**config.mk**
```make
export PLATFORM = sky130hd
export DESIGN_NAME = num_char_serializer
export DESIGN_NICKNAME = d
export VERILOG_FILES = /design/src/rtl/num_char_serializer.sv
export SDC_FILE = /design/constraint.sdc
export NUM_CORES = 1
export LEC_CHECK = 0
export CAP_MARGIN = 0
export CORE_AREA = 2 2 115 117
export DETAILED_ROUTE_END_ITERATION = 7
export DIE_AREA = 0 0 117 119
export HOLD_SLACK_MARGIN = 0.03
export PLACE_DENSITY_LB_ADDON = 0.3
export SYNTH_ARGS = -nofsm -noshare
export SYNTH_HDL_FRONTEND = slang
export SYNTH_SLANG_ARGS = --single-unit
```
**constraint.sdc**
```tcl
create_clock -name clk_i -period 2.7 [get_ports clk_i]
set_input_delay 0.27 -clock clk_i [delete_from_list [all_inputs] [get_ports clk_i]]
set_output_delay 0.27 -clock clk_i [all_outputs]
set_load 0.02 [all_outputs]
```
**src/rtl/num_char_serializer.sv**
```systemverilog
//------------------------------------------------------------------------------
// Module   : num_char_serializer (with calc_pkg number type)
// Brief    : Renders one calc_pkg::num_t as fixed-width ASCII, one char/cycle.
// Revision : 1.0
//------------------------------------------------------------------------------
`default_nettype none

package calc_pkg;
  localparam int NumDigits = 8;
  localparam int ExpWidth  = 8;

  typedef struct packed {
    logic                          error;
    logic                          sign;
    logic [NumDigits-1:0][3:0]     significand;
    logic signed [ExpWidth-1:0]    exponent;
  } num_t;
endpackage

module num_char_serializer #(
  parameter int NumDigits = calc_pkg::NumDigits,
  parameter int ExpDigits = 2
) (
  input  logic            clk_i,
  input  logic            rst_i,
  input  logic            clear_i,
  input  logic            in_valid_i,
  output logic            in_ready_o,
  input  calc_pkg::num_t  num_i,
  output logic            out_valid_o,
  input  logic            out_ready_i,
  output logic [7:0]      char_o,
  output logic            last_o
);

  function automatic int f_pow10(input int n);
    int p;
    p = 1;
    for (int k = 0; k < n; k++) p = p * 10;
    return p;
  endfunction

  function automatic logic [7:0] f_digit(input logic [3:0] d);
    return (d <= 4'd9) ? (8'h30 + {4'h0, d}) : 8'h3F;
  endfunction

  localparam int c_len     = NumDigits + ExpDigits + 5;
  localparam int c_idxw    = $clog2(c_len);
  localparam int c_ew      = calc_pkg::ExpWidth;
  localparam int c_exp_max = f_pow10(ExpDigits) - 1;
  localparam logic [c_idxw-1:0] c_last = c_idxw'(c_len - 1);

  typedef enum logic [0:0] {
    IDLE = 1'b0,
    EMIT = 1'b1
  } state_t;

  state_t                     r_state, w_state_nxt;
  logic [c_idxw-1:0]          r_idx, w_idx_nxt;
  calc_pkg::num_t             r_num;
  logic [ExpDigits-1:0][3:0]  r_exp_bcd, w_exp_bcd;
  logic                       r_exp_neg, r_exp_ovf, w_exp_ovf;
  logic [c_ew-1:0]            w_exp_abs;
  logic                       w_load;
  logic [7:0]                 w_char;

  // Exponent magnitude split into decimal digits as the number is accepted.
  always_comb begin
    int v;
    w_exp_abs = num_i.exponent[c_ew-1] ? $unsigned(-num_i.exponent)
                                       : $unsigned(num_i.exponent);
    w_exp_ovf = int'(w_exp_abs) > c_exp_max;
    w_exp_bcd = '0;
    v = int'(w_exp_abs);
    for (int k = 0; k < ExpDigits; k++) begin
      w_exp_bcd[k] = 4'(v % 10);
      v = v / 10;
    end
  end

  assign w_load = in_valid_i & (r_state == IDLE) & ~clear_i;

  always_comb begin
    w_state_nxt = r_state;
    w_idx_nxt   = r_idx;
    if (clear_i) begin
      w_state_nxt = IDLE;
      w_idx_nxt   = '0;
    end else begin
      case (r_state)
        IDLE: begin
          if (in_valid_i) begin
            w_state_nxt = EMIT;
            w_idx_nxt   = '0;
          end
        end
        EMIT: begin
          if (out_ready_i) begin
            if (r_idx == c_last) begin
              w_state_nxt = IDLE;
              w_idx_nxt   = '0;
            end else begin
              w_idx_nxt = r_idx + 1'b1;
            end
          end
        end
        default: begin
          w_state_nxt = IDLE;
          w_idx_nxt   = '0;
        end
      endcase
    end
  end

  always_ff @(posedge clk_i or posedge rst_i) begin
    if (rst_i) begin
      r_state   <= IDLE;
      r_idx     <= '0;
      r_num     <= '0;
      r_exp_bcd <= '0;
      r_exp_neg <= 1'b0;
      r_exp_ovf <= 1'b0;
    end else begin
      r_state <= w_state_nxt;
      r_idx   <= w_idx_nxt;
      if (w_load) begin
        r_num     <= num_i;
        r_exp_bcd <= w_exp_bcd;
        r_exp_neg <= num_i.exponent[c_ew-1];
        r_exp_ovf <= w_exp_ovf;
      end
    end
  end

  // Character selected purely from the captured number and the frame index.
  always_comb begin
    w_char = 8'h20;
    if (r_idx == c_idxw'(0))
      w_char = (r_num.error | r_exp_ovf) ? "E" : " ";
    if (r_idx == c_idxw'(1))
      w_char = r_num.sign ? "-" : " ";
    if (r_idx == c_idxw'(2))
      w_char = f_digit(r_num.significand[NumDigits-1]);
    if (r_idx == c_idxw'(3))
      w_char = ".";
    for (int k = 0; k < NumDigits - 1; k++) begin
      if (r_idx == c_idxw'(4 + k))
        w_char = f_digit(r_num.significand[NumDigits-2-k]);
    end
    if (r_idx == c_idxw'(NumDigits + 3))
      w_char = "e";
    if (r_idx == c_idxw'(NumDigits + 4))
      w_char = r_exp_neg ? "-" : "+";
    for (int k = 0; k < ExpDigits; k++) begin
      if (r_idx == c_idxw'(NumDigits + 5 + k))
        w_char = r_exp_ovf ? 8'h23 : f_digit(r_exp_bcd[ExpDigits-1-k]);
    end
  end

  assign in_ready_o  = (r_state == IDLE);
  assign out_valid_o = (r_state == EMIT);
  assign char_o      = w_char;
  assign last_o      = (r_state == EMIT) && (r_idx == c_last);

endmodule

`default_nettype wire

```
Word-level counts from Yosys, hierarchy flattened
Index checks and enable logic that the tools add are counted.

storage, ports and cells
  output and inout bits = 11
  input bits = 47
  register bits = 49
  word-level logic and storage cells = 107

cells by class
  div/mod/pow operators = 3
  reductions and logical operators = 3
  add/subtract/negate cells = 12
  bitwise logic cells = 5
  muxes and demuxes = 41
  eq/ne operators = 16
  $lt $le $gt $ge = 11

operators by type and width
  operator                                                                          count
  7-bit 2-to-1 mux                                                                  16
  8-bit 2-to-1 mux                                                                  13
  6-bit by 4-bit adder with 7-bit output (first input constant)                     10
  4-bit <= comparator (second input constant)                                       10
  9-bit by 5-bit divider with 32-bit output (second input constant)                 1
  32-bit by 5-bit remainder unit with 32-bit output (second input constant)         1
  9-bit by 5-bit remainder unit with 32-bit output (second input constant)          1
  4-bit == test (second input constant)                                             7
  4-bit 2-to-1 mux                                                                  5
  4-bit by 3-bit == test with 1-bit output (second input constant)                  4
  4-bit by 2-bit == test with 1-bit output (second input constant)                  2
  8-bit by 7-bit greater-than comparator with 1-bit output (second input constant)  1
  8-bit negation                                                                    1
  4-bit case mux with 2 select lines                                                1
  3-bit inequality test (second input constant)                                     2
  4-bit by 1-bit adder with 4-bit output (second input constant)                    1
  4-bit by 1-bit == test with 1-bit output (second input constant)                  1
  4-bit zero test                                                                   1
  1-bit 2-to-1 mux                                                                  4
  3-bit 2-to-1 mux                                                                  1
  1-bit AND                                                                         2
  1-bit NOT                                                                         2
  1-bit case mux with 2 select lines                                                1
  2-bit AND reduction                                                               1
  2 further kinds                                                                   2

Longest topological paths before layout
  depth in word-level cells = 17
  depth in mapped cells = 27

Least setup slack after synthesis
No wires, ideal clock.

  kind = in2reg
  start point = input num_i[0] (netlist bit)
  end point = register r_exp_bcd[2] (netlist bit)
  arrival time = 4.827 ns
  path slack = -2.208 ns
  setup time = 0.082 ns
  cell stages on the path = 26
  cells stage by stage = inv_1 ha_1 and2b_1 a21oi_1 xnor2_1 ha_1 nand2b_1 ha_1 inv_1 nand2_1 nor3_1 a211o_1 o21a_4 a311o_1 buf_6 xnor2_4 inv_1 ha_1 nand2_1 nand2_1 maj3_1 a21oi_2 xnor2_1 ha_1 a31o_2 a31oi_1

between the ends
  longest elaborated chain between the ends = 3

RTL lines
  item                                                line  RTL
  start, declared                                     29    input calc_pkg::num_t num_i,
  8-bit negation                                      70    w_exp_abs = num_i.exponent[c_ew-1] ? $unsigned(-num_i.exponent)
  8-bit 2-to-1 mux *                                  70
  9-bit by 5-bit remainder unit with 32-bit output *  76    w_exp_bcd[k] = 4'(v % 10);
  end signal, assigned                                128   r_exp_bcd <= w_exp_bcd;
  end, declared                                       61    logic [ExpDigits-1:0][3:0] r_exp_bcd, w_exp_bcd;

Mark *: on every way between the ends. The rest lies on a longest branch, timed or not.
A chain may end at the register's enable or synchronous reset.

Worst setup path in the final report
Same ends and word-level chain as after synthesis.

==> out/qor.yml <==
r2r_start: "r_idx[1]"
layout_min_cycle_time_ns: 4.33
post-route-util_pct: 45.4
grt_max_degree: 50
wire_per_inst_um: 14.5
hold_buffers: 0
worstHoldPathType: "in -> reg"
maxCapViolations: 0
synth_edf_count: 0
die_w_um: 117
ys_warn_count: 0
place_hpwl_um: 9290
clock-sinks: 49
die_area_mm2: 0.0139
critical_path_class: "in -> reg"
arrival_ns: 4.54
outcome: "complete, but fails checks"
grt.overflow.total: 0
grt_pass1_wl_um: 19800
die_y_um: 119
syn_area_per_cell_um2: 7.51
crit_top_cell: "ha_4"
placed_cell_area_mm2: 0.00533
yosysSeqAreaShare_pct: 32.8
netlist-cell-type-count: 70
critPathLaunch: "num_i[0]"
area_growth_syn_to_layout_pct: 56.4
p_leak_uw: 0.00265
ant_nets: 0
dr_total_vias: 4162
violations: "negative setup slack"
cpPeakStageDelay_ns: 0.34
synthCells: 497
rr_worst_depth: 7
drv_slew: 0
num_rows: 42
hold_viol_final: 0
cts_root_buffer: "clkbuf_16"
drt-pass1-iter-count: 4
ys_async_sr_fraction_pct: 100
ys_ff_latch: 49
slowest_stage: "a311o_1"
h-tree-depth: 2
antennaDiodeCount: 0
synth_area_mm2: 0.00373
ir_worst_vdd_uv: 300
pre_cts_ws_ns: -2.50
synth_nets: 555
path_clk_slew_ns: 0.07
crit_path_max_fanout: 3
antenna_found_initial: 0
startpoint_type: "input pin"
worst_slack_ns: -1.63
initialDrtViolationCount: 176
grt_usage_pct: 17.5
max_slew_margin_pct: 57.0
clkLatencyLatePin_ns: 0.28
initial_core_util_pct: 29.0
period_share_pct: 160
place_congestion: 0.922
max_freq_ghz: 0.231
power.density_mw_per_mm2: 498
crit_path_end_kind: "flop"
cts_buffer_depth: 2
viasPerCell: 4.97
final_cell_mix: "nand2_1, buf_4, dfrtp_1, clkdlybuf4s50_1, o21ai_0"
route.detailed.drc: 0
final.fill_count: 1328
finalClockSkew_ns: 0.00571
numCtsBuffers: 5
finalNetCount: 718
worstMarginPinSlew_ns: 0.637
timing.hold.ws_ns: 0.449
port_buffers: 56
cts_tree: "yes"
cp_data_required_time_ns: 2.91
final_common_cell: "nand2_1"
final_area_mm2: 0.00584
hold_depth: 5
core-area_mm2: 0.0129
drive_gt1_share_pct: 32.1
rsz0062_at_grt: "yes"
routed_wl_um: 12100
ys.flop_type: "dfrtp_1"
grt_pass1_vias: 4225
ios: 58
setup_viol: 7
total_power_uw: 2910
hp-start: "num_i[0]"
cell usage after synthesis, types with 4 or more instances:
cell      instances  area share (%)
nand4_1           4            0.67
or3_1             4            0.67
a21o_1            4            0.80
nand3_1           5            0.67
nor2_1           28             2.8
nand2b_1         11             1.8
clkbuf_1         15             1.5
mux2_2            4             1.2
and3_1            4            0.67
nor2b_1           5            0.84
o211ai_1          6             1.2
o22ai_1           9             1.5
o21ai_0          42             5.6
nor3_1           11             1.5
a21oi_1          29             3.9
a211oi_1          8             1.6
inv_1            23             2.3
a31oi_1          11             1.8
nand2_1         133              13
buf_1             5            0.50
xnor2_1           6             1.4
o21a_1            4            0.80
mux2i_1           4             1.1
ha_1             11             3.7
dfrtp_1          49              33
timing repair:
item	in CTS	in global routing
pin swaps	37	23
gates resized for setup	64	37
buffers inserted	17	5
setup endpoints to repair	11	11
area by class of cell:
type / count / area (µm²) / area share [%]
inverter: 24 / 113 / 1.93
tap: 176 / 220 / 3.77
sequential: 49 / 1230 / 21.0
clock buffer: 5 / 125 / 2.14
multi-input combinational: 398 / 2580 / 44.2
clock inverter: 3 / 43.8 / 0.750
timing repair buffer: 182 / 1530 / 26.2
per-layer routing:
| layer | part of all wire (%) | vias to the layer above | wire, µm | GRT usage (%) |
|---|---|---|---|---|
| met5 | 0 | - | 0 | 0 |
| met4 | 1.4 | 0 | 172 | 3.82 |
| met3 | 2.4 | 14 | 286 | 1.58 |
| met2 | 53 | 72 | 6440 | 32.9 |
| met1 | 43 | 2000 | 5230 | 21.4 |
| li1 | - | 2076 | - | - |
stage by stage:
step | instances | TNS [ns]
after floorplan | 497 | -11.62
after global placement | 811 | -16.37
after detailed placement | 811 | -17.14
after CTS | 835 | -11.56
after global routing | 837 | -12.04
final | 837 | -10.92
worst max-delay path: cells and delay by family:
kind	cells	cell delay, ns
xor+xnor	3	0.36
simple gates	5	0.59
compound gates	7	1.50
buf+inv	5	0.38
fa+ha+maj	6	1.41
final timing paths:
kind                           endpoint  slack [ns]
min reg2reg                   r_num[36]        0.49
max in group asynchronous     r_num[35]        1.80
min in group asynchronous     r_num[33]        0.46
max                        r_exp_bcd[2]       -1.63
min                        r_exp_bcd[0]        0.45
max reg2reg                    r_idx[2]        0.89
flip-flops by register name, indices dropped and copies added (netlist names):
register / count
out_valid_o: 1
r_exp_bcd: 8
r_exp_neg: 1
r_exp_ovf: 1
r_idx: 4
r_num: 34
logic make-up after synthesis:
| logic type | Yosys count | synth area share, % |
|---|---|---|
| mux | 9 | 2.68 |
| flops | 49 | 32.8 |
| xor+xnor | 8 | 2.38 |
| buf+inv | 50 | 5.63 |
| compound gates | 149 | 26.1 |
| other cells | 1 | 0.100 |
| simple gates | 219 | 26.3 |
| fa+ha+maj | 12 | 3.95 |
report_power, final:
group          total [µW]  switching [µW]  internal, µW
combinational        1220             583           638
sequential            985             119           866
clock                 705             266           438
total                2910             969          1940
(Power assumes the default switching activity.)
